`config.mk`:
```
export PLATFORM = sky130hd
export DESIGN_NAME = hyperbus_cfg_boot_seq
export DESIGN_NICKNAME = d
export VERILOG_FILES = /design/src/rtl/hyperbus_pkg.sv /design/src/rtl/hyperbus_cfg_boot_seq.sv
export SDC_FILE = /design/constraint.sdc
export NUM_CORES = 1
export LEC_CHECK = 0
export BUFFER_PORTS_ARGS = -buffer_cell sky130_fd_sc_hd__buf_2
export CORE_AREA = 2 2 69 71
export CTS_CLUSTER_DIAMETER = 30
export DETAILED_ROUTE_END_ITERATION = 16
export DIE_AREA = 0 0 71 73
export MAX_ROUTING_LAYER = met4
export PLACE_DENSITY_LB_ADDON = 0.12
export REMOVE_ABC_BUFFERS = 1
export SLEW_MARGIN = 10
export SYNTH_ARGS = -nofsm -noshare
export SYNTH_HDL_FRONTEND = slang
export SYNTH_SLANG_ARGS = --single-unit
```
`constraint.sdc`:
```
create_clock -name clk_i -period 2.41 [get_ports clk_i]
set_input_delay 0.241 -clock clk_i [delete_from_list [all_inputs] [get_ports clk_i]]
set_output_delay 0.241 -clock clk_i [all_outputs]
set_load 0.005 [all_outputs]
```
`src/rtl/hyperbus_pkg.sv`:
```
// Shared types for the HyperBus config-register boot sequencer: FSM states,
// default reg-bus request/response structs and the byte-strobe mask helper.
package hyperbus_pkg;

    localparam int unsigned MaxDataWidth = 256;
    localparam int unsigned MaxStrbWidth = MaxDataWidth / 8;

    typedef enum logic [2:0] {
        IDLE,
        WRITE,
        VERIFY,
        DONE,
        ERROR
    } cfg_seq_state_e;

    typedef struct packed {
        logic [31:0] addr;
        logic        write;
        logic [31:0] wdata;
        logic [3:0]  wstrb;
        logic        valid;
    } cfg_reg_req_t;

    typedef struct packed {
        logic [31:0] rdata;
        logic        error;
        logic        ready;
    } cfg_reg_rsp_t;

    // Expands one strobe bit per byte into a full bit mask; upper unused
    // strobes must be zero so narrower buses can share this helper.
    function automatic logic [MaxDataWidth-1:0] strb_to_mask(input logic [MaxStrbWidth-1:0] strb);
        logic [MaxDataWidth-1:0] mask;
        mask = '0;
        for (int i = 0; i < MaxStrbWidth; i++) begin
            mask[i*8 +: 8] = {8{strb[i]}};
        end
        return mask;
    endfunction

endpackage

```
`src/rtl/hyperbus_cfg_boot_seq.sv`:
```
// Boot-time replay of a fixed write table into the HyperBus config registers.
// Optional read-back check of every entry when HYPERBUS_CFG_SEQ_VERIFY_EN is defined.
module hyperbus_cfg_boot_seq
    import hyperbus_pkg::*;
#(
    parameter int unsigned NumWrites     = 8,
    parameter int unsigned RegAddrWidth  = 32,
    parameter int unsigned RegDataWidth  = 32,
    parameter type         reg_req_t     = hyperbus_pkg::cfg_reg_req_t,
    parameter type         reg_rsp_t     = hyperbus_pkg::cfg_reg_rsp_t,
    parameter logic [((NumWrites > 0) ? NumWrites : 1)-1:0][RegAddrWidth-1:0]   BootAddr = '0,
    parameter logic [((NumWrites > 0) ? NumWrites : 1)-1:0][RegDataWidth-1:0]   BootData = '0,
    parameter logic [((NumWrites > 0) ? NumWrites : 1)-1:0][RegDataWidth/8-1:0] BootStrb = '1,
    parameter int unsigned TimeoutCycles = 1024,
    localparam int unsigned IdxW  = (NumWrites > 0) ? $clog2(NumWrites + 1) : 1,
    localparam int unsigned WaitW = (TimeoutCycles > 0) ? $clog2(TimeoutCycles + 1) : 1
) (
    input  logic            clk_i,
    input  logic            rst_ni,
    input  logic            start_i,
    output logic            busy_o,
    output logic            done_o,
    output logic            error_o,
    output logic [IdxW-1:0] err_idx_o,
    output reg_req_t        reg_req_o,
    input  reg_rsp_t        reg_rsp_i
);

    localparam logic [IdxW-1:0]  IdxNone  = IdxW'(NumWrites);
    localparam logic [IdxW-1:0]  IdxLast  = IdxW'((NumWrites > 0) ? NumWrites - 1 : 0);
    localparam logic [WaitW-1:0] WaitLast = WaitW'((TimeoutCycles > 0) ? TimeoutCycles - 1 : 0);

    cfg_seq_state_e    state_q, state_d;
    logic [IdxW-1:0]   idx_q, idx_d;
    logic [WaitW-1:0]  wait_q, wait_d;
    logic              done_q, done_d;
    logic              error_q, error_d;
    logic [IdxW-1:0]   err_idx_q, err_idx_d;

    logic [RegAddrWidth-1:0]   cur_addr;
    logic [RegDataWidth-1:0]   cur_data;
    logic [RegDataWidth/8-1:0] cur_strb;
    logic                      req_valid;
    logic                      hs;
    logic                      timeout;
    logic                      mismatch;

    // Table lookup as an explicit mux so the index width need not match the table depth.
    always_comb begin
        cur_addr = '0;
        cur_data = '0;
        cur_strb = '0;
        for (int unsigned i = 0; i < NumWrites; i++) begin
            if (idx_q == IdxW'(i)) begin
                cur_addr = BootAddr[i];
                cur_data = BootData[i];
                cur_strb = BootStrb[i];
            end
        end
    end

    assign req_valid = (state_q == WRITE) || (state_q == VERIFY);
    assign hs        = req_valid && reg_rsp_i.ready;
    assign timeout   = (TimeoutCycles != 0) && req_valid && !reg_rsp_i.ready && (wait_q == WaitLast);

`ifdef HYPERBUS_CFG_SEQ_VERIFY_EN
    assign mismatch = |(MaxDataWidth'(reg_rsp_i.rdata ^ cur_data)
                        & strb_to_mask(MaxStrbWidth'(cur_strb)));
`else
    assign mismatch = 1'b0;
`endif

    always_comb begin
        state_d   = state_q;
        idx_d     = idx_q;
        wait_d    = wait_q;
        done_d    = done_q;
        error_d   = error_q;
        err_idx_d = err_idx_q;

        if (req_valid && (TimeoutCycles != 0)) begin
            wait_d = hs ? '0 : wait_q + WaitW'(1);
        end

        unique case (state_q)
            IDLE, DONE, ERROR: begin
                if (start_i) begin
                    idx_d     = '0;
                    wait_d    = '0;
                    done_d    = 1'b0;
                    error_d   = 1'b0;
                    err_idx_d = IdxNone;
                    if (NumWrites == 0) begin
                        state_d = DONE;
                        done_d  = 1'b1;
                    end else begin
                        state_d = WRITE;
                    end
                end
            end
            WRITE, VERIFY: begin
                if (hs) begin
                    if (reg_rsp_i.error || (state_q == VERIFY && mismatch)) begin
                        state_d   = ERROR;
                        error_d   = 1'b1;
                        err_idx_d = idx_q;
`ifdef HYPERBUS_CFG_SEQ_VERIFY_EN
                    end else if (state_q == WRITE) begin
                        state_d = VERIFY;
`endif
                    end else if (idx_q == IdxLast) begin
                        state_d = DONE;
                        done_d  = 1'b1;
                    end else begin
                        state_d = WRITE;
                        idx_d   = idx_q + IdxW'(1);
                    end
                end else if (timeout) begin
                    state_d   = ERROR;
                    error_d   = 1'b1;
                    err_idx_d = idx_q;
                end
            end
            default: state_d = IDLE;
        endcase
    end

    always_ff @(posedge clk_i or negedge rst_ni) begin
        if (!rst_ni) begin
            state_q   <= IDLE;
            idx_q     <= '0;
            wait_q    <= '0;
            done_q    <= 1'b0;
            error_q   <= 1'b0;
            err_idx_q <= IdxNone;
        end else begin
            state_q   <= state_d;
            idx_q     <= idx_d;
            wait_q    <= wait_d;
            done_q    <= done_d;
            error_q   <= error_d;
            err_idx_q <= err_idx_d;
        end
    end

    // Request is decoded from registered state only, so reset clears it immediately.
    always_comb begin
        reg_req_o = '0;
        if (req_valid) begin
            reg_req_o.valid = 1'b1;
            reg_req_o.addr  = cur_addr;
            if (state_q == WRITE) begin
                reg_req_o.write = 1'b1;
                reg_req_o.wdata = cur_data;
                reg_req_o.wstrb = cur_strb;
            end
        end
    end

    assign busy_o    = req_valid;
    assign done_o    = done_q;
    assign error_o   = error_q;
    assign err_idx_o = err_idx_q;

endmodule
```
* Word-level counts from Yosys, hierarchy flattened *
Index checks and enable logic that the tools add are counted.

word-level totals
  flip-flop bits (word level) = 24
  input port bits = 37
  output and inout bits = 77

cells by class
  $add $sub $neg = 2
  eq/ne operators = 19
  muxes and demuxes = 39
  reduce and logical (&&, ||, !) cells = 14

operators by type and width
  operator                                                                  count
  4-bit 2-to-1 mux                                                          16
  11-bit 2-to-1 mux                                                         4
  38-bit 2-to-1 mux                                                         1
  37-bit 2-to-1 mux                                                         1
  4-bit by 3-bit equality test with 1-bit output (second input constant)    4
  4-bit one-hot mux with 2 select lines                                     2
  3-bit 2-to-1 mux                                                          4
  11-bit by 1-bit adder with 11-bit output (second input constant)          1
  11-bit by 10-bit equality test with 1-bit output (second input constant)  1
  2-bit inequality test (second input constant)                             5
  5-bit AND reduction                                                       2
  4-bit by 2-bit equality test with 1-bit output (second input constant)    2
  1-bit 2-to-1 mux                                                          7
  3-bit by 2-bit equality test with 1-bit output (second input constant)    2
  3-bit inequality test (second input constant)                             2
  3-bit one-hot mux with 2 select lines                                     1
  4-bit by 1-bit adder with 4-bit output (second input constant)            1
  4-bit by 1-bit equality test with 1-bit output (second input constant)    1
  4-bit logical NOT                                                         1
  1-bit one-hot mux with 2 select lines                                     2
  4-bit AND reduction                                                       1
  3-bit by 1-bit equality test with 1-bit output (second input constant)    1
  3-bit equality test (second input constant)                               1
  1-bit logical AND                                                         3
  other kinds (8)                                                           8

* Longest topological paths before layout *
Gate-level depths: netlist (run 1).

  word-level depth = 11
  gate-level depth with buffers = 7
  depth with buffers taken out = 5

* Least setup slack after synthesis (run 1) *
OpenSTA, ideal clock, no wires.

  kind = register to register
  from = reg wait_q[0]
  to = reg err_idx_q[0], in the netlist err_idx_o[0]
  arrival time = 1724 ps
  required time = 2288 ps
  slack = 565 ps
  stages on the path, launching flop included = 6
  path buffers = 0
  period minus slack after synthesis = 1845 ps
  cells stage by stage = dfrtp_1 > ha_1 > nand3_1 > or4_4 > a221o_1 > a32o_1

on the way
  word-level cells in the longest chain between the ends = 4

ends and longest elaborated chain
  item                                              RTL line                      text
  from (decl)                                       hyperbus_cfg_boot_seq.sv:35   logic [WaitW-1:0] wait_q, wait_d;
  from (signal assigned)                            hyperbus_cfg_boot_seq.sv:139  wait_q <= wait_d;
  11-bit by 10-bit equality test with 1-bit output  hyperbus_cfg_boot_seq.sv:64   assign timeout = (TimeoutCycles != 0) && req_valid && !reg_rsp_i.ready && (wait_q == WaitLast);
  1-bit logical AND                                 hyperbus_cfg_boot_seq.sv:64
  3-bit inequality test (no line)                   n/a
  4-bit AND reduction (no line)                     n/a
  to (signal assigned)                              hyperbus_cfg_boot_seq.sv:135  err_idx_q <= IdxNone;
  to (signal assigned)                              hyperbus_cfg_boot_seq.sv:142  err_idx_q <= err_idx_d;
  to (decl)                                         hyperbus_cfg_boot_seq.sv:38   logic [IdxW-1:0] err_idx_q, err_idx_d;

No other way between the ends.
A chain may end at the register's enable or synchronous reset.

* Final worst setup path (run 1) *
Ends and elaborated chain as after synthesis.

==> results of run 1 <==
[report_power, final]
part           switching [W]  total (W)  internal, W  leakage, nW
sequential         0.0000746   0.000549     0.000474        0.325
clock               0.000134   0.000280     0.000146       0.0288
combinational       0.000358   0.000589     0.000231        0.535
[sequential cells by signal, indices dropped and copies added (netlist names)]
register	count
done_o	1
wait_q	11
error_o	1
state_q	3
idx_q	4
err_idx_o	4
[Yosys cell counts, types with 4 or more instances]
cell type	count	area (µm²)
nor3b_1	4	30.03
o21ai_0	6	30.03
inv_1	7	26.28
buf_4	68	510.5
xnor2_1	9	78.83
nand2_1	8	30.03
nor3_1	7	35.03
dfrtp_1	23	575.6
nor2_1	13	48.80
a21oi_1	7	35.03
ha_1	5	62.56
nand3b_1	4	30.03
[area by class of cell]
cell class	instances	area (µm²)	area share
multi-input combinational	165	925.9	0.5171
sequential	24	601.8	0.3361
timing repair buffer	20	110.1	0.06150
tap	54	67.56	0.03774
clock buffer	4	55.05	0.03075
inverter	8	30.03	0.01677
[logic make-up (layout without fill, tap and decap cells)]
family | Yosys count | count (layout) | share of synthesized area
other | 1 | 64 | 0.002024
buffers and inverters | 81 | 32 | 0.3032
adder cells (fa/ha/maj) | 5 | 5 | 0.03376
flip-flops | 24 | 24 | 0.3248
XOR/XNOR | 10 | 10 | 0.05132
multiplexers | 1 | 1 | 0.005402
AO/OA/AOI/OAI | 30 | 30 | 0.1094
AND/OR/NAND/NOR | 55 | 55 | 0.1702
[per-stage QoR]
| step | instances | setup WS, ns | total power, W | util |
|---|---|---|---|---|
| 2_1_floorplan | 197 | 0.5646 | 0.0009088 | - |
| 3_3_place_gp | 270 | 0.4019 | 0.001151 | 0.3804 |
| 3_5_place_dp | 270 | 0.4189 | 0.001151 | 0.3804 |
| 4_1_cts | 275 | 0.3970 | 0.001444 | 0.3948 |
| 5_1_grt | 275 | 0.3270 | 0.001548 | 0.3948 |
| 6_report | 275 | 0.4131 | 0.001418 | 0.3948 |
[what timing repair did]
| action | in CTS | in global routing |
|---|---|---|
| endpoints found under the setup margin | 0 | 0 |
| buffers inserted | 0 | 0 |
| hold endpoints to repair | 23 | 0 |
| hold buffers | 1 | 0 |
[layer usage]
metal | track usage | share of wire | vias up
met1 | 0.1745 | 0.46 | 600
met4 | 0.01258 | 0 | 0
met2 | 0.2118 | 0.49 | 43
li1 | - | - | 600
met5 | - | 0 | -
met3 | 0.03315 | 0.056 | 0
[worst max-delay path by stage]
stage | from | to | slack, ns
detailed placement | wait_q[0] | err_idx_o[0] | 0.42
global placement | wait_q[0] | err_idx_o[0] | 0.40
finish | wait_q[0] | err_idx_o[0] | 0.41
floorplan | wait_q[0] | err_idx_o[0] | 0.56
global route | wait_q[0] | err_idx_o[2] | 0.33
CTS | wait_q[0] | err_idx_o[0] | 0.40
[critical path, delay by kind of cell (launching register included)]
kind	cells	cell delay, ns
AO/OA/AOI/OAI	2	0.67
flip-flops	1	0.39
AND/OR/NAND/NOR	2	0.63
adder cells (fa/ha/maj)	1	0.20
==> impl_results.md, run 1 <==
- Status: finished clean
- # diodes: 0
- CP arrival: approximately 2.2 ns
- Syn Inst Count: approximately 210
- I/O Buffers: 17
- Post-route DRC: 0
- Leakage: between 0.8 and 0.9 nW
- Hold slack final: ~0.34 ns
- Drt pass-1 iters: 4
- RSZ-0062 raised after global routing: false
- Clock-pin slew on the worst setup and hold paths: ~0.09 ns
- Layout cells sized above 1: 0.1448
- Clock root cell: clkbuf_8
- Min-delay src: reg_rsp_i[1]
- Rel. slew slack: 0.6316
- CP startpoint kind: flip-flop
- Nets: between 200 and 300
- Final setup fails: 0
- Row count: 25
- Post-CTS resize count: 0
- Total grt overflow: 0
- Worst R2R End: err_idx_o[0]
- Number of max-cap violations: 0
- Total CTS buffers: 3
- Power Dens Cells: 791.9 nW/µm²
- Primary FF master, synth: dfrtp_1
- CP max stage cell: or4_4
- Drt total wl: about 3.3 mm
- Crit Path Max Fanout: 4
- Post-synthesis cell area: 1853 µm²
- Hold depth: 4
- DIE WIDTH: about 71 µm
- Critical Path RT: 2.57 ns
- #FFs+latches synth: 24
- Vias in the first global route: ~1100
- Hold EP: state_q[1]
- Worst skew pair latency: 0.27 ns
- Crit-path cells: ha_1, nand3_1, or4_4, a221o_1, a32o_1
- Hold Vio Cnt, Final: 0
- Ports: ~110
- Antenna-violating nets left: 0
- Ys async rst share: 1.000
- Most common cell after layout, fill and taps aside: conb_1
- Unique masters post-synth: 42
- Commonest non-fill, non-tap cells in the layout: conb_1 (64), dfrtp_1 (23), buf_2 (17)
- Dpl cell area: 1725 µm²
- Routability cong.: a little under 0.8
- Slew Limit Fails: 0
- Worst slew pin tran: about 0.55 ns
- Peak Freq: between 500 and 600 MHz
- Worst reg-to-reg path cell count: 5
- Worst Setup End Kind: flip-flop
- Yosys warnings: 0
- Hold Path Class: in2reg
- VDD IR-drop max: 0.3621 mV
- DP Wirelength: 2.462 mm
- Fin crit share: 0.8286
- Initial DRC Count: between 50 and 60
- Clock sinks: 24
- Die Y: 73 µm
- TritonCTS clock tree: done
- Initial antenna violation count: 0
- Setup TNS: 0 ns
- Largest net degree at the start of global routing: 25
- Routed wire per std cell: around 12 µm
- Global-route wire length before repair: ~5.2 mm
- Vias per cell: 4.520
- Reg2Reg Setup Slack: roughly 0.41 ns
- Core ar.: roughly 4500 µm²
- Sequential fraction of the synthesis area: 0.3248
- Die ar.: between 5000 and 6000 µm²
- Initial Utilization: 0.4086
- Clock buffer depth: 2
- Mean Syn Cell Area: slightly below 9 µm²
- RR Startpoint: wait_q[0]
- Number of synthesized flops with an enable pin: 0
- CTS HTree Levels: 1
- WS Path Type: reg2reg
- Gr usage total: 0.1313
- Area Growth Syn to Fin: -3.376%
- Skew final: 0.004385 ns
- Vias: around 1200
- Fillcell total: around 490
- Post-Layout Inst Area: 1790 µm²
- Minimum clock period: about 2.0 ns
- Worst path max stage delay: about 0.54 ns
(Power assumes the default switching activity.)
==> run 2, diff against run 1 <==
==> constraint.sdc (replaced) <==
create_clock -name clk_i -period 2.1 [get_ports clk_i]
set_input_delay 0.21 -clock clk_i [delete_from_list [all_inputs] [get_ports clk_i]]
set_output_delay 0.21 -clock clk_i [all_outputs]
set_load 0.005 [all_outputs]
==> impl_results.md, run 2 (same netlist as run 1, synthesis figures left out) <==
- Global-route wire length before repair: 5.064 mm
- Final setup fails: 0
- Clock-pin slew on the worst setup and hold paths: approximately 0.080 ns
- Vias: between 1000 and 1500
- # diodes: 0
- Drt pass-1 iters: 6
- DIE WIDTH: between 70 and 80 µm
- Power Dens Cells: 892.0 nW/µm²
- RR Startpoint: wait_q[1]
- Number of max-cap violations: 0
- Largest net degree at the start of global routing: 25
- CTS HTree Levels: 1
- Nets: roughly 270
- Crit path max-delay family: compound AO/OA/AOI/OAI gates
- Hold EP: wait_q[1]
- Gate power share: 0.432
- CP startpoint kind: flip-flop
- Final Util: 0.3942
- Worst skew pair latency: between 0.2 and 0.3 ns
- Most common cell after layout, fill and taps aside: conb_1
- Core ar.: between 4000 and 5000 µm²
- Status: finished clean
- Routed wire per std cell: approximately 12 µm
- Total CTS buffers: 3
- Sequential share of power: 0.389
- Peak Freq: between 500 and 600 MHz
- Die Y: about 73 µm
- Clock root cell: clkbuf_8
- Pint: ~0.00096 W
- Routability cong.: roughly 0.77
- Skew final: approximately 0.0011 ns
- Initial antenna violation count: 0
- Antenna-violating nets left: 0
- Commonest non-fill, non-tap cells in the layout: conb_1 (64), dfrtp_1 (23), buf_2 (17)
- Area Growth Syn to Fin: -3.511%
- Hold depth: 3
- Row count: 25
- Clock buffer depth: 2
- Worst path max stage delay: 0.53 ns
- Setup Fix Bufs, Post-CTS: 0
- Crit path buffers/inverters: 0
- Worst Setup End Kind: flip-flop
- Largest register FFs: 11
- Reg2Reg Setup Slack: approximately 0.15 ns
- Dpl cell area: roughly 1700 µm²
- Fin crit share: 0.9278
- DP Wirelength: ~2.4 mm
- Critical Path RT: between 2 and 2.5 ns
- Setup TNS: 0 ns
- Net Sw Power: 0.0006391 W
- Worst reg-to-reg path cell count: 5
- Crit Path Max Fanout: 4
- Worst slew pin tran: about 0.53 ns
- Crit-path cells: ha_1, nand3_1, or4_4, a221o_1, a32o_1
- CP arrival: around 2.1 ns
- Vias per cell: 4.446
- Largest reg by FF count: wait_q
- CP max stage cell: or4_4
- Vias in the first global route: around 1100
- Min-delay src: reg_rsp_i[0]
- Initial DRC Count: 58
- Total grt overflow: 0
- Fillcell total: between 400 and 500
- Hold Path Class: in2reg
- Post-Layout Inst Area: between 1500 and 2000 µm²
- Slew Limit Fails: 0
- Rel. slew slack: 0.6426
- Drt total wl: 3.184 mm
- I/O Buffers: 17
- Layout cells sized above 1: 0.1441
- Post-route DRC: 0
- Gr usage total: 0.1275
- Hold Vio Cnt, Final: 0
- Clk pwr share: 0.179
- WS Path Type: reg2reg
- TritonCTS clock tree: done
- Ports: between 100 and 150
- Initial Utilization: 0.4086
- VDD IR-drop max: ~0.34 mV
- Minimum clock period: roughly 1.9 ns
- Die ar.: slightly above 5000 µm²
- Worst R2R End: err_idx_o[1]
- Final Power: ~0.0016 W
- Sw frac: 0.4007
- RSZ-0062 raised after global routing: false
- Clock sinks: 24
- Leakage: between 0.8 and 0.9 nW
-- run 2: cell types whose count changed in the layout (fill, tap and decap cells not counted), sizes merged --
| cell | previous run | this run |
|---|---|---|
| buf | 19 | 20 |
-- run 2: worst register-to-register path, cell delays in order, from the launching register on --
cell and delay (ns):
dfrtp_1 0.37, ha_1 0.19, nand3_1 0.08, or4_4 0.53
a221o_1 0.43, a32o_1 0.23
-- run 2: timing repair --
action / 4_1_cts / 5_1_grt
gates resized for setup: 0 / 0
hold buffers: 1 / 0
endpoints found under the hold margin: 23 / 0
-- run 2: cell type report --
class / instances / area, µm² / area share
well taps: 54 / 67.56 / 0.03779
inverters: 8 / 30.03 / 0.01680
repair buffers: 21 / 117.6 / 0.06578
clock buffers: 4 / 45.04 / 0.02519
flip-flops and latches: 24 / 601.8 / 0.3366
multi-input cells: 165 / 925.9 / 0.5178
-- run 2: worst max path at each step --
stage                     startpoint      endpoint  slack [ns]  cells past startpoint
final                      wait_q[1]  err_idx_o[1]        0.15                      5
after global placement     wait_q[1]  err_idx_o[0]        0.14                      5
after CTS                  wait_q[1]  err_idx_o[1]        0.14                      5
after global routing       wait_q[0]  err_idx_o[1]        0.07                      5
after detailed placement   wait_q[1]  err_idx_o[1]        0.15                      5
after floorplan            wait_q[0]  err_idx_o[0]        0.25                      5
-- run 2: per-stage QoR --
step	worst slack, ns	std cells	hold slack [ns]
global placement	0.1416	271	0.2388
floorplan	0.2546	197	-0.08559
CTS	0.1393	276	0.2913
detailed placement	0.1489	271	0.2313
finish	0.1517	276	0.2992
global route	0.06674	276	0.3315
-- run 2: power by group through the flow --
stage                     logic, W  clock network [W]  registers (W)
after global routing      0.000786           0.000321       0.000633
after global placement    0.000704                  0       0.000629
final                     0.000689           0.000286       0.000620
after detailed placement  0.000698                  0       0.000628
after CTS                 0.000701           0.000300       0.000621
after floorplan           0.000414                  0       0.000629
-- run 2: per-layer routing --
metal  vias up  GRT usage  part of all wire
met5         -          -                 0
met4         0    0.02516            0.0025
met3         2    0.03315             0.059
met2        43     0.2098              0.48
met1       578     0.1602              0.46
li1        604          -                 -
==> run 3, diff against run 2 <==
--- a/config.mk
+++ b/config.mk
@@ -6,10 +6,11 @@
 export NUM_CORES = 1
 export LEC_CHECK = 0
 export BUFFER_PORTS_ARGS = -buffer_cell sky130_fd_sc_hd__buf_2
-export CORE_AREA = 2 2 69 71
+export CAP_MARGIN = 10
+export CORE_AREA = 2 2 66 68
 export CTS_CLUSTER_DIAMETER = 30
 export DETAILED_ROUTE_END_ITERATION = 16
-export DIE_AREA = 0 0 71 73
+export DIE_AREA = 0 0 68 70
 export MAX_ROUTING_LAYER = met4
 export PLACE_DENSITY_LB_ADDON = 0.12
 export REMOVE_ABC_BUFFERS = 1
==> constraint.sdc (replaced) <==
create_clock -name clk_i -period 2.3 [get_ports clk_i]
set_input_delay 0.23 -clock clk_i [delete_from_list [all_inputs] [get_ports clk_i]]
set_output_delay 0.23 -clock clk_i [all_outputs]
set_load 0.005 [all_outputs]
==> impl_results.md, run 3 (same netlist as run 1, synthesis figures left out) <==
- DIE WIDTH: approximately 68 µm
- RSZ-0062 raised after global routing: false
- Crit Path Max Fanout: 4
- Largest net degree at the start of global routing: 25
- WS Path Type: reg2reg
- Skew final: ~0.012 ns
- Clock-pin slew on the worst setup and hold paths: 0.09 ns
- Rel. slew slack: 0.6355
- TritonCTS clock tree: done
- # diodes: 0
- CP arrival: 2.15 ns
- Drt total wl: slightly above 3 mm
- Clock buffer depth: 2
- Initial antenna violation count: 0
- Final Util: 0.4315
- Initial DRC Count: 61
- Nets: ~260
- Final setup fails: 0
- Vias per cell: 4.495
- Area Growth Syn to Fin: -3.511%
- Layout cells sized above 1: 0.1448
- Hold Path Class: in2reg
- Die Y: approximately 70 µm
- Most common cell after layout, fill and taps aside: conb_1
- Clock sinks: 24
- Routability cong.: between 0.7 and 0.8
- Fin worst setup slack: ~0.30 ns
- CP startpoint kind: flip-flop
- Setup TNS: 0 ns
- Vias in the first global route: 1078
- Drt pass-1 iters: 4
- Worst slew pin tran: 0.5467 ns
- Number of max-cap violations: 0
- Hold Vio Cnt, Final: 0
- Clock root cell: clkbuf_8
- Fin crit share: 0.8684
- Final Non-Filler Cells: between 200 and 300
- Die ar.: about 4800 µm²
- Post-route DRC: 0
- Gr usage total: 0.1399
- Largest reg by FF count: wait_q
- Ports: around 110
- Fillcell total: between 400 and 500
- Post-place setup slack: 0.3080 ns
- Commonest non-fill, non-tap cells in the layout: conb_1 (64), dfrtp_1 (23), buf_2 (17)
- Critical Path RT: roughly 2.5 ns
- Final Power: between 0.001 and 0.0015 W
- Worst Setup End Kind: flip-flop
- Worst skew pair latency: ~0.27 ns
- Routed wire per std cell: ~11 µm
- I/O Buffers: 17
- Leakage: 0.8890 nW
- Largest register FFs: 11
- Slew Limit Fails: 0
- Initial Utilization: 0.4472
- Core ar.: roughly 4100 µm²
- Total CTS buffers: 3
- Antenna-violating nets left: 0
- Peak Freq: 500.7 MHz
- Vias: ~1200
- Total grt overflow: 0
- DP Wirelength: between 2 and 2.5 mm
- CTS HTree Levels: 1
- Status: finished clean
- Row count: 24
- Minimum clock period: 1.997 ns
- Power Dens Cells: 818.5 nW/µm²
- VDD IR-drop max: about 0.31 mV
- Global-route wire length before repair: between 4 and 5 mm
- Dpl cells: 268
## run 3: cell count changes in the layout (fill, tap and decap cells not counted), sizes merged
cell,before,now
buf,20,19
## run 3: power breakdown
group	total (W)	internal, W	switching, W
clock network	0.000288	0.000153	0.000135
registers	0.000576	0.000497	0.0000793
logic	0.000599	0.000242	0.000358
## run 3: layout make-up
| class | instances | area [µm²] | area share |
|---|---|---|---|
| Clock buffer | 4 | 55.05 | 0.03079 |
| Inverter | 8 | 30.03 | 0.01680 |
| Multi-Input combinational cell | 165 | 925.9 | 0.5178 |
| Sequential cell | 24 | 601.8 | 0.3366 |
| Tap cell | 52 | 65.06 | 0.03639 |
| Timing Repair Buffer | 20 | 110.1 | 0.06158 |
## run 3: worst paths after layout
check                             startpoint      endpoint  slack [ns]  depth (start not counted)
worst max register to register     wait_q[0]  err_idx_o[2]        0.30                          5
worst min-delay path            reg_rsp_i[1]        done_o        0.33                          4
max in group asynchronous             rst_ni  err_idx_o[0]        1.45                          2
worst max-delay path               wait_q[0]  err_idx_o[2]        0.30                          5
worst min register to register  err_idx_o[3]  err_idx_o[3]        0.49                          2
min in group asynchronous             rst_ni    state_q[1]        0.47                          2
## run 3: per-stage QoR
step | hold WS, ns | area, µm²
6_report | 0.3304 | 1788
5_1_grt | 0.3492 | 1788
4_1_cts | 0.3277 | 1788
3_5_place_dp | 0.2636 | 1723
3_3_place_gp | 0.2573 | 1723
2_1_floorplan | -0.06559 | 1558
## run 3: metal layers
metal / wire, µm / track usage / vias up / share of wire
met2: 1575 / 0.2319 / 35 / 0.52
met5: 0 / - / - / 0
met1: 1288 / 0.1691 / 588 / 0.42
met4: 16 / 0.02667 / 0 / 0.0053
li1: - / - / 602 / -
met3: 163 / 0.03865 / 2 / 0.054
## run 3: what timing repair did
action                    CTS  global route
hold endpoints to repair   23             0
gates resized for setup     0             0
setup buffers               0             0
hold buffers                1             0
## run 3: worst max-delay path, cell delays in order, from the launching register on
cell and delay (ns):
dfrtp_1 0.40, ha_1 0.22, nand3_1 0.08, or4_4 0.54
a221o_1 0.43, a32o_1 0.22
